`src/rtl/param_seq_accumulator_pkg.sv`:
```
// Shared mode codes and FSM state encoding for the sequence accumulator.
package param_seq_acc_pkg;

  localparam logic [1:0] MODE_ADD   = 2'b00;
  localparam logic [1:0] MODE_SUB   = 2'b01;
  localparam logic [1:0] MODE_LOAD  = 2'b10;
  localparam logic [1:0] MODE_CLEAR = 2'b11;

  typedef enum logic {
    ST_RUN   = 1'b0,
    ST_DRAIN = 1'b1
  } state_t;

endpackage

```
`src/rtl/param_seq_accumulator_alu.sv`:
```
// Combinational add/sub/load/clear unit; carries the sticky overflow forward.
module acc_alu
  import param_seq_acc_pkg::*;
#(
  parameter int WIDTH    = 8,
  parameter int SATURATE = 0
) (
  input  logic [WIDTH-1:0] acc_cur,
  input  logic [WIDTH-1:0] data,
  input  logic [1:0]       mode,
  input  logic             ovf_cur,
  output logic [WIDTH-1:0] acc_next,
  output logic             ovf_next
);

  logic [WIDTH:0] sum;
  logic [WIDTH:0] diff;

  // Bit WIDTH of sum is the carry; bit WIDTH of diff is the borrow.
  assign sum  = {1'b0, acc_cur} + {1'b0, data};
  assign diff = {1'b0, acc_cur} - {1'b0, data};

  always_comb begin
    acc_next = acc_cur;
    ovf_next = ovf_cur;
    case (mode)
      MODE_ADD: begin
        ovf_next = ovf_cur | sum[WIDTH];
        if ((SATURATE != 0) && sum[WIDTH]) acc_next = '1;
        else                               acc_next = sum[WIDTH-1:0];
      end
      MODE_SUB: begin
        ovf_next = ovf_cur | diff[WIDTH];
        if ((SATURATE != 0) && diff[WIDTH]) acc_next = '0;
        else                                acc_next = diff[WIDTH-1:0];
      end
      MODE_LOAD: begin
        acc_next = data;
        ovf_next = 1'b0;
      end
      default: begin
        acc_next = '0;
        ovf_next = 1'b0;
      end
    endcase
  end

endmodule

```
`src/rtl/param_seq_accumulator.sv`:
```
// Running accumulator with valid/ready handshakes, op counter and fixed-length frames.
//   state    | meaning
//   ST_RUN   | accepting ops whenever the output slot is free or being consumed
//   ST_DRAIN | frame-closing result pending; no accepts until it is consumed
module param_seq_accumulator
  import param_seq_acc_pkg::*;
#(
  parameter int WIDTH     = 8,
  parameter int CNT_WIDTH = 8,
  parameter int FRAME_LEN = 0,
  parameter int SATURATE  = 0
) (
  input  logic                 clk,
  input  logic                 reset,
  input  logic                 in_valid,
  output logic                 in_ready,
  input  logic [WIDTH-1:0]     in_data,
  input  logic [1:0]           mode,
  output logic                 out_valid,
  input  logic                 out_ready,
  output logic [WIDTH-1:0]     acc,
  output logic [CNT_WIDTH-1:0] count,
  output logic                 ovf,
  output logic                 last
);

  state_t               state_q, state_d;
  logic [WIDTH-1:0]     acc_d;
  logic [CNT_WIDTH-1:0] count_d;
  logic                 ovf_d;
  logic                 last_d;
  logic                 valid_d;

  logic [WIDTH-1:0]     alu_acc;
  logic                 alu_ovf;
  logic [CNT_WIDTH-1:0] count_inc;
  logic                 accept;
  logic                 consume;
  logic                 is_clear;
  logic                 frame_end;

  // Reset gating keeps in_ready low during a reset cycle even though state is already RUN.
  assign in_ready  = reset && (state_q == ST_RUN) && (!out_valid || out_ready);
  assign accept    = in_valid && in_ready;
  assign consume   = out_valid && out_ready;
  assign is_clear  = (mode == MODE_CLEAR);
  assign count_inc = count + CNT_WIDTH'(1);
  assign frame_end = (FRAME_LEN != 0) && !is_clear && (count_inc == CNT_WIDTH'(FRAME_LEN));

  acc_alu #(
    .WIDTH    (WIDTH),
    .SATURATE (SATURATE)
  ) u_alu (
    .acc_cur  (acc),
    .data     (in_data),
    .mode     (mode),
    .ovf_cur  (ovf),
    .acc_next (alu_acc),
    .ovf_next (alu_ovf)
  );

  always_comb begin
    state_d = state_q;
    acc_d   = acc;
    count_d = count;
    ovf_d   = ovf;
    last_d  = last;
    valid_d = out_valid;
    if (accept) begin
      acc_d   = alu_acc;
      ovf_d   = alu_ovf;
      count_d = is_clear ? '0 : count_inc;
      last_d  = frame_end;
      valid_d = 1'b1;
      if (frame_end) state_d = ST_DRAIN;
    end else if (consume) begin
      valid_d = 1'b0;
      if (state_q == ST_DRAIN) begin
        acc_d   = '0;
        count_d = '0;
        ovf_d   = 1'b0;
        last_d  = 1'b0;
        state_d = ST_RUN;
      end
    end
  end

  always_ff @(posedge clk) begin
    if (!reset) begin
      state_q   <= ST_RUN;
      acc       <= '0;
      count     <= '0;
      ovf       <= 1'b0;
      last      <= 1'b0;
      out_valid <= 1'b0;
    end else begin
      state_q   <= state_d;
      acc       <= acc_d;
      count     <= count_d;
      ovf       <= ovf_d;
      last      <= last_d;
      out_valid <= valid_d;
    end
  end

endmodule

```
`config.mk`:
```
export PLATFORM = sky130hd
export DESIGN_NAME = param_seq_accumulator
export DESIGN_NICKNAME = d
export VERILOG_FILES = /design/src/rtl/param_seq_accumulator_pkg.sv /design/src/rtl/param_seq_accumulator_alu.sv /design/src/rtl/param_seq_accumulator.sv
export SDC_FILE = /design/constraint.sdc
export NUM_CORES = 1
export LEC_CHECK = 0
export ABC_AREA = 1
export BUFFER_PORTS_ARGS = -buffer_cell sky130_fd_sc_hd__buf_2
export CAP_MARGIN = 5
export CORE_MARGIN = 5
export CORE_UTILIZATION = 50
export DETAILED_ROUTE_END_ITERATION = 6
export PLACE_DENSITY = 0.77
export SYNTH_ARGS = -nofsm -noshare
export SYNTH_HDL_FRONTEND = slang
export SYNTH_SLANG_ARGS = --single-unit
```
`constraint.sdc`:
```
create_clock -name clk -period 1.7 [get_ports clk]
set_input_delay 0.34 -clock clk [delete_from_list [all_inputs] [get_ports clk]]
set_output_delay 0.34 -clock clk [all_outputs]
set_load 0.02 [all_outputs]
```
* Yosys cells after proc, flatten, opt, wreduce, memory -nomap -nowiden
Index checks and enable logic that the tools add are counted.
** Operators by class
- Reduce and logical (&&, ||, !) cells :: 8
- Mux-type cells :: 8
- Add/sub/neg operators :: 3
- Bitwise gates (word level) :: 2
- Equal/unequal tests :: 3
** Operators with widths (number)
- 2-to-1 mux 8 bit :: 3
- case mux 8 bit (3 select lines) :: 1
- adder 8 x 8 -> 9 bit :: 1
- subtractor 8 x 8 -> 9 bit :: 1
- adder 8 x 1 -> 8 bit (second input constant) :: 1
- == test 2 bit (second input constant) :: 2
- logical AND 1 bit :: 3
- 2-to-1 mux 1 bit :: 3
- == test 2 x 1 -> 1 bit (second input constant) :: 1
- logical NOT 2 bit :: 1
- bitwise OR 1 bit :: 2
- case mux 1 bit (2 select lines) :: 1
- AND reduction 2 bit :: 1
- nonzero test 2 bit :: 1
- logical NOT 1 bit :: 1
- logical OR 1 bit :: 1
** Word-level totals
- Register bits :: 18
- Output and inout port bits :: 20
- Bits of input ports :: 14

* Depth between registers and ports, before layout
Gate-level depths: netlist of the first run.
- Word-level depth :: 6
- Mapped depth :: 13
- Depth with buffers taken out :: 13

* Modules after synthesis
Synthesis of the first run repeated with hierarchy kept, for this count alone.
** Second synthesis, totals
- Cells, all modules :: 289
- Area total of the unflattened synthesis :: 1735.4 µm²
** Modules (own cells, without submodules)
- acc_alu :: area each 954.7 µm², cells each 178, times used 1
- param_seq_accumulator :: area each 780.7 µm², cells each 111, times used 1

* Worst setup path before layout of the first run
OpenSTA, ideal clock, no wires.
- Kind :: reg2reg
- Start :: register acc[0]
- End :: register ovf
- Setup slack :: -0.179 ns
- Cell stages (with the launch flop) :: 14
- Data arrival time :: 1.760 ns
- Clock period less this slack :: 1.879 ns
- Library setup time :: 0.119 ns
- Data required time :: 1.581 ns
- Cell sequence :: dfxtp_1 > inv_1 > ha_1 > fa_1 > inv_1 > nand2_1 > nand2_1 > nand3_1 > nand2_1 > nand2_1 > o21ai_0 > nand2_1 > nand3_1 > a21oi_1
** Between the ends
- Word-level cells in the longest chain between the ends :: 4
** Ends and longest elaborated chain
- start: declaration :: line param_seq_accumulator.sv:21 : output logic [WIDTH-1:0] acc,
- start signal: assignment :: line param_seq_accumulator.sv:91 : acc <= '0;
- start signal: assignment :: line param_seq_accumulator.sv:98 : acc <= acc_d;
- subtractor 8 x 8 -> 9 bit / adder 8 x 8 -> 9 bit (equally long branches) :: line param_seq_accumulator_alu.sv:21, param_seq_accumulator_alu.sv:20
- bitwise OR 1 bit, on equally long branches :: line param_seq_accumulator_alu.sv:33, param_seq_accumulator_alu.sv:28
- case mux 1 bit (2 select lines) (*) :: line param_seq_accumulator_alu.sv:26 : case (mode)
- 2-to-1 mux 1 bit (*) :: line param_seq_accumulator.sv:69 : if (accept) begin
- end signal: assignment :: line param_seq_accumulator.sv:100 : ovf <= ovf_d;
- end: declaration :: line param_seq_accumulator.sv:23 : output logic ovf,
Every way passes the cells marked *; elsewhere a longest branch is shown, timed or not. The select of a mux whose other input is x is not followed.
A chain may end at the register's enable or synchronous reset.

* Worst setup path in the final report of the first run
- Start :: register acc[0]
- End :: register acc[4]
** Between the ends
- Word-level cells in the longest chain between the ends :: 3
** Ends and longest elaborated chain (line)
- subtractor 8 x 8 -> 9 bit / adder 8 x 8 -> 9 bit (equally long branches) :: param_seq_accumulator_alu.sv:21, param_seq_accumulator_alu.sv:20
- case mux 8 bit (3 select lines) (*) :: param_seq_accumulator_alu.sv:26
- 2-to-1 mux 8 bit (*) :: param_seq_accumulator.sv:69
Marked as above.

==> results of run 1 <==
==> cells by family (layout without fill, tap and decap cells) <==
| group | count (synthesis) | after routing |
|---|---|---|
| compound gates | 42 | 42 |
| other cells | 1 | 1 |
| flops | 18 | 18 |
| buf+inv | 47 | 105 |
| fa+ha+maj | 20 | 20 |
| simple gates | 124 | 124 |
==> sequential cells by signal, summed over array words and instances (netlist names) <==
register,flops
acc,8
count,8
out_valid,1
ovf,1
==> final cells by class <==
| cell class | count | area share (%) |
|---|---|---|
| clock buffer | 4 | 1.666 |
| timing repair buffer | 59 | 16.66 |
| multi-input combinational | 187 | 54.97 |
| inverter | 42 | 7.352 |
| tap | 44 | 2.527 |
| sequential | 18 | 16.83 |
==> worst min-delay path: cells and delay by family <==
kind | cells | cell delay, ns
AO/OA/AOI/OAI | 2 | 0.12
buffers and inverters | 1 | 0.13
==> stage by stage <==
stage	hold WS, ns	setup slack, ns
floorplan	0.4784	0.01020
global placement	0.4415	-0.1147
detailed placement	0.4438	-0.1427
CTS	0.3219	-0.01669
global route	0.3212	-0.1666
finish	0.3259	-0.02264
==> cell usage after synthesis (2+ instances only) <==
cell and instances:
nand2_1 64, fa_1 2, buf_4 2, nand2_2 2, ha_1 18, nand3_1 29, inv_2 4, o211ai_1 2
nand4_1 2, o21ai_0 7, nor2_4 2, a21oi_2 3, dfxtp_1 18, and2_1 2, a21oi_1 21, clkbuf_1 2
nor2_1 14, or2_0 2, inv_1 38, a211oi_1 2, o21ai_1 4
==> worst max-delay path by stage <==
stage	slack (ns)	endpoint	start
after CTS	-0.02	ovf	acc[0]
final	-0.02	acc[4]	acc[0]
after detailed placement	-0.14	ovf	in_data[0]
after global placement	-0.11	ovf	in_data[0]
after floorplan	0.01	ovf	acc[0]
after global routing	-0.17	acc[4]	acc[0]
==> layer usage <==
layer | up-vias | wire length [um]
met4 | 0 | 21
met5 | - | 0
met3 | 4 | 201
met1 | 863 | 1962
met2 | 44 | 2233
li1 | 926 | -
==> power by group through the flow <==
stage	Combinational (mW)	Sequential [mW]	Clock, mW
2_1_floorplan	0.215	0.475	0
3_3_place_gp	0.372	0.457	0
3_5_place_dp	0.379	0.457	0
4_1_cts	0.384	0.448	0.276
5_1_grt	0.466	0.453	0.300
6_report	0.419	0.450	0.271
==> timing repair <==
action | 4_1_cts | 5_1_grt
gates resized for setup | 6 | 17
setup buffers | 0 | 1
cloned | 0 | 0
pin swaps | 0 | 1
endpoints found under the setup margin | 3 | 6
==> flow_summary.yaml, run 1 <==
status:
  outcome: "finished, violations left"
  violations: "setup timing"
grt:
  grt_pass1_vias: 1801
  grtUsageMet2_pct: 38.28
  use_met3_pct: 4.326
  track_usage_pct: 21.28
  grt_pass1_wl_um: 7500
  top_usage_layer: "met2"
  grt_start_max_net_pins: 15
  grt-ovfl-total: 0
  antenna_found_initial: 0
  grtUsageMet1_pct: 26.90
clock_tree:
  cts_root_buf: "clkbuf_4"
  htree_levels: 1
  clk_pin_slew_ns: 0.11
  clock_path_buffers: 2
  cts.sinks: 18
  clk-insertion-delay-late_ns: 0.30
  cts_buffers: 3
  tritoncts: "built"
  ctsHoldBuffers: 0
finish:
  multi_input_area_um2: 1197
  instances_no_fill: 354
  final_common_cell: "nand2_1"
  diodes: 0
  fin_nets: 345
  seq_area_um2: 366.6
  final_area_um2: 2178
  n_fill_cell: 303
  syn2layout_area_growth_pct: 32.29
  utilization_pct: 70.20
  final_cell_mix: "nand2_1, inv_1, buf_2"
  drive_above_1_share_pct: 32.90
setup_path:
  ff2ff_path_depth: 12
  start_kind: "flop"
  cp_num_cells: 12
  critPathMaxFanout: 3
  slowest_delay_ns: 0.38
  regToRegEndpoint: "acc[4]"
  path_cells: "inv_4 -> ha_4 -> fa_2 -> inv_2 -> nand2_2 -> nand2_2 -> and2_1 -> or2_0 -> nand3_1 -> nand3_1 -> nand2_1 -> a21oi_2"
  reg2reg_setup_slack_ns: -0.02
  reg2reg_from: "acc[0]"
  critPathRequiredTime_ns: 1.94
  crit_buf_inv: 2
  cp.arrival_ns: 1.96
  path_class: "flop to flop"
  worstSetupEndpointType: "flop"
  crit_family: "simple AND/OR/NAND/NOR gates"
  crit_slowest_cell: "dfxtp_4"
synth:
  synthFlopType: "dfxtp_1"
  synthAdderAreaFrac_pct: 16.11
  synth-xor-area-share_pct: 0
  ys_seq_area_share_pct: 21.88
  synth_enable_flop_cells: 0
  synth_mux_area_share_pct: 0
  syn_nets: 286
  synth_compound_area_share_pct: 14.97
  syn_area_per_cell_um2: 6.534
  yosys_warnings: 0
  ys_types: 33
  netlist_area_um2: 1647
  ys_async_sr_fraction_pct: 0
  synth_top_family_by_area: "simple AND/OR/NAND/NOR gates"
  ys_ff_latch: 18
  synth_top_area_share_pct: 21.88
  syn_inst: 252
  synth_simple_gate_area_share_pct: 35.56
  yosysTopAreaCell: "dfxtp_1"
  yosys-top-cells-area: "dfxtp_1, nand2_1, ha_1, nand3_1, inv_1"
power:
  p_switching_mw: 0.3939
  vdd_drop_max_v: 0.0004620
  p_clk_share_pct: 23.8
  combPwrFrac_pct: 36.7
  switching_share_pct: 34.56
  finalPower_mw: 1.140
  p_int_mw: 0.7459
  power_density_nw_per_um2: 523.3
  p_leak_nw: 1.113
  power_frac_seq_pct: 39.5
flow_run:
  cap_violations: 0
floorplan:
  start_util_pct: 53.06
  dieArea_um2: 4541
  rows: 20
  io_pins: 34
  die_h_um: 67.39
  design.core.area_um2: 3103
  die_w_um: 67.39
sta:
  hold_violations: 0
  rsz0062_at_grt: "yes"
  min_period_ns: 1.723
  post-route-period-util_pct: 101.3
  setup_viol: 2
  clock.fmax_mhz: 580.5
  setup_tns_ns: -0.02988
  setup_slack_ns: -0.02264
  drv_slew: 0
  fin_skew_ns: 0.003295
detailed_routing:
  drt-vias-per-instance: 5.189
  post-route-drc-count: 0
  antenna_left: 0
  firstDrtPassIters: 4
  via_count: 1837
  drtIter0Drc: 189
  wl_per_cell_um: 12.48
  routed_wirelength_um: 4418
min_path:
  holdPathEnd: "ovf"
  whs_path_depth: 3
  hp-class: "input pin to flop"
  hold_start: "reset"
placed_design:
  placed_cell_area_um2: 2038
  dp_hpwl_um: 3349
  dp_cells: 349
  gp_congestion: 0.9103
  port-buffer-count: 32
Note: power is estimated with default switching activity, not from simulation.
==> run 2: changes to the inputs <==
ABC_AREA = default   (was 1)
CORE_UTILIZATION = 49   (was 50)
PLACE_DENSITY = 0.76   (was 0.77)
SKIP_CTS_REPAIR_TIMING = 1   (was default)
==> run 2 against run 1 <==
The flow still finishes with violations (setup timing). Power rose by 15%. Largest power group is now combinational cells. Sequential power increased by 0.9%. Clock power is 3% higher. Sequential cell count did not move. Wire length is 7.4% higher. Global-route usage down 0.31 points. Largest cell class unchanged. Via count is 5.4% lower.
==> flow_summary.yaml, run 2 <==
status:
  outcome: "finished, violations left"
  violations: "setup timing"
detailed_routing:
  drtIter0Drc: 75
  post-route-drc-count: 0
  via_count: 1738
  firstDrtPassIters: 4
  wl_per_cell_um: 14.83
  drt-vias-per-instance: 5.431
  antenna_left: 0
  routed_wirelength_um: 4747
finish:
  reg_top3: "acc x8, count x8"
  final_cell_mix: "buf_4, buf_2, nor2_1"
  fin_nets: 309
  final_common_cell: "buf_4"
  syn2layout_area_growth_pct: 46.25
  diodes: 0
  final_area_um2: 2390
  drive_above_1_share_pct: 44.16
setup_path:
  start_kind: "flop"
  slowest_delay_ns: 0.37
  cp.arrival_ns: 2.15
  crit_family: "compound AO/OA/AOI/OAI gates"
  crit_slowest_cell: "dfxtp_4"
  critPathMaxFanout: 3
  path_cells: "inv_4 -> ha_4 -> fa_2 -> and2b_1 -> o31a_1 -> o22ai_2 -> o21a_1 -> o311a_1"
  crit_buf_inv: 1
  critPathRequiredTime_ns: 1.90
  worstSetupEndpointType: "flop"
  path_class: "flop to flop"
floorplan:
  io_pins: 34
  start_util_pct: 49.75
  dieArea_um2: 4589
  die_h_um: 67.75
  rows: 21
  design.core.area_um2: 3284
  die_w_um: 67.75
grt:
  track_usage_pct: 20.97
  antenna_found_initial: 0
  grt_pass1_wl_um: 7327
  grt-ovfl-total: 0
  grt_start_max_net_pins: 13
  grt_pass1_vias: 1614
synth:
  synthFlopType: "dfxtp_1"
  yosysMostFrequentCell: "inv_1"
  ys_seq_area_share_pct: 22.05
  synth_enable_flop_cells: 0
  synth_top_cells_by_count: "inv_1, dfxtp_1, ha_1, nor2_1, nand2_1"
  ys_async_sr_fraction_pct: 0
  syn_inst: 203
  netlist_area_um2: 1634
  synth_top_area_share_pct: 22.05
  ys_types: 57
  yosys-top-cells-area: "dfxtp_1, ha_1, a21oi_1, inv_1, nor2_1"
  yosysTopAreaCell: "dfxtp_1"
  yosys_warnings: 0
  ys_ff_latch: 18
  syn_area_per_cell_um2: 8.050
  syn_nets: 237
sta:
  rsz0062_at_grt: "yes"
  hold_ws_ns: 0.3130
  drv_slew: 0
  hold_violations: 0
  setup_tns_ns: -0.6291
  clock.fmax_mhz: 513.1
  post-route-period-util_pct: 114.7
  min_period_ns: 1.949
  setup_slack_ns: -0.2491
  setup_viol: 5
  fin_skew_ns: 0.008055
clock_tree:
  clk_pin_slew_ns: 0.12
  cts.sinks: 18
  clk-insertion-delay-late_ns: 0.30
  htree_levels: 1
  clock_path_buffers: 2
  cts_buffers: 3
  cts_root_buf: "clkbuf_4"
  tritoncts: "built"
placed_design:
  place_ws_ns: -0.3729
  dp_hpwl_um: 3797
  port-buffer-count: 32
  placed_cell_area_um2: 2202
  gp_congestion: 0.9359
power:
  p_leak_nw: 1.094
  finalPower_mw: 1.305
  power_density_nw_per_um2: 546.2
  vdd_drop_max_v: 0.0003375
flow_run:
  cap_violations: 0
min_path:
  hp-class: "input pin to flop"
run 2: cells by family after synthesis:
family	share of synthesized area (%)
AOI/OAI and AO/OA	25.88
xor gates and xnor gates	4.288
adders and majority gates	16.23
buffers and inverters	7.886
DFF	22.05
muxes	2.450
other	0.2295
and+or+nand+nor	20.98
run 2: layout make-up:
cell class	count	area, um2
Multi-Input combinational cell	157	1329
Inverter	20	81.33
Tap cell	46	57.56
Timing Repair Buffer	75	510.5
Clock buffer	4	36.28
Fill cell	258	894.6
Sequential cell	18	375.4
run 2: per-layer routing:
layer / vias to the layer above / share of wire (%) / GRT usage [%] / wire length (um)
met3: 8 / 4.8 / 2.163 / 229
met4: 0 / 1.3 / 5.570 / 63
met1: 810 / 46 / 27.31 / 2162
li1: 867 / - / - / -
met2: 53 / 48 / 36.45 / 2291
met5: - / 0 / 0 / 0
run 2: per-stage QoR:
step | cells | utilization (%)
CTS | 315 | 68.15
global placement | 311 | 67.05
finish | 320 | 72.76
detailed placement | 311 | 67.05
floorplan | 203 | -
global route | 320 | 72.76
run 2: final timing paths:
check                start         to  slack [ns]  cells past startpoint
hold / removal    in_valid  out_valid        0.31                      3
setup / recovery    acc[0]        ovf       -0.25                      8
hold reg to reg   count[1]   count[1]        0.49                      2
setup reg to reg    acc[0]        ovf       -0.25                      8
run 2: power breakdown:
part | internal [mW] | switching (mW)
registers | 0.438 | 0.0165
logic | 0.279 | 0.292
clock network | 0.131 | 0.149
total | 0.847 | 0.458
run 2: tightest hold or removal path: cells and delay by family:
family                 cells  cell delay, ns
AO/OA/AOI/OAI              1            0.05
buffers and inverters      2            0.18
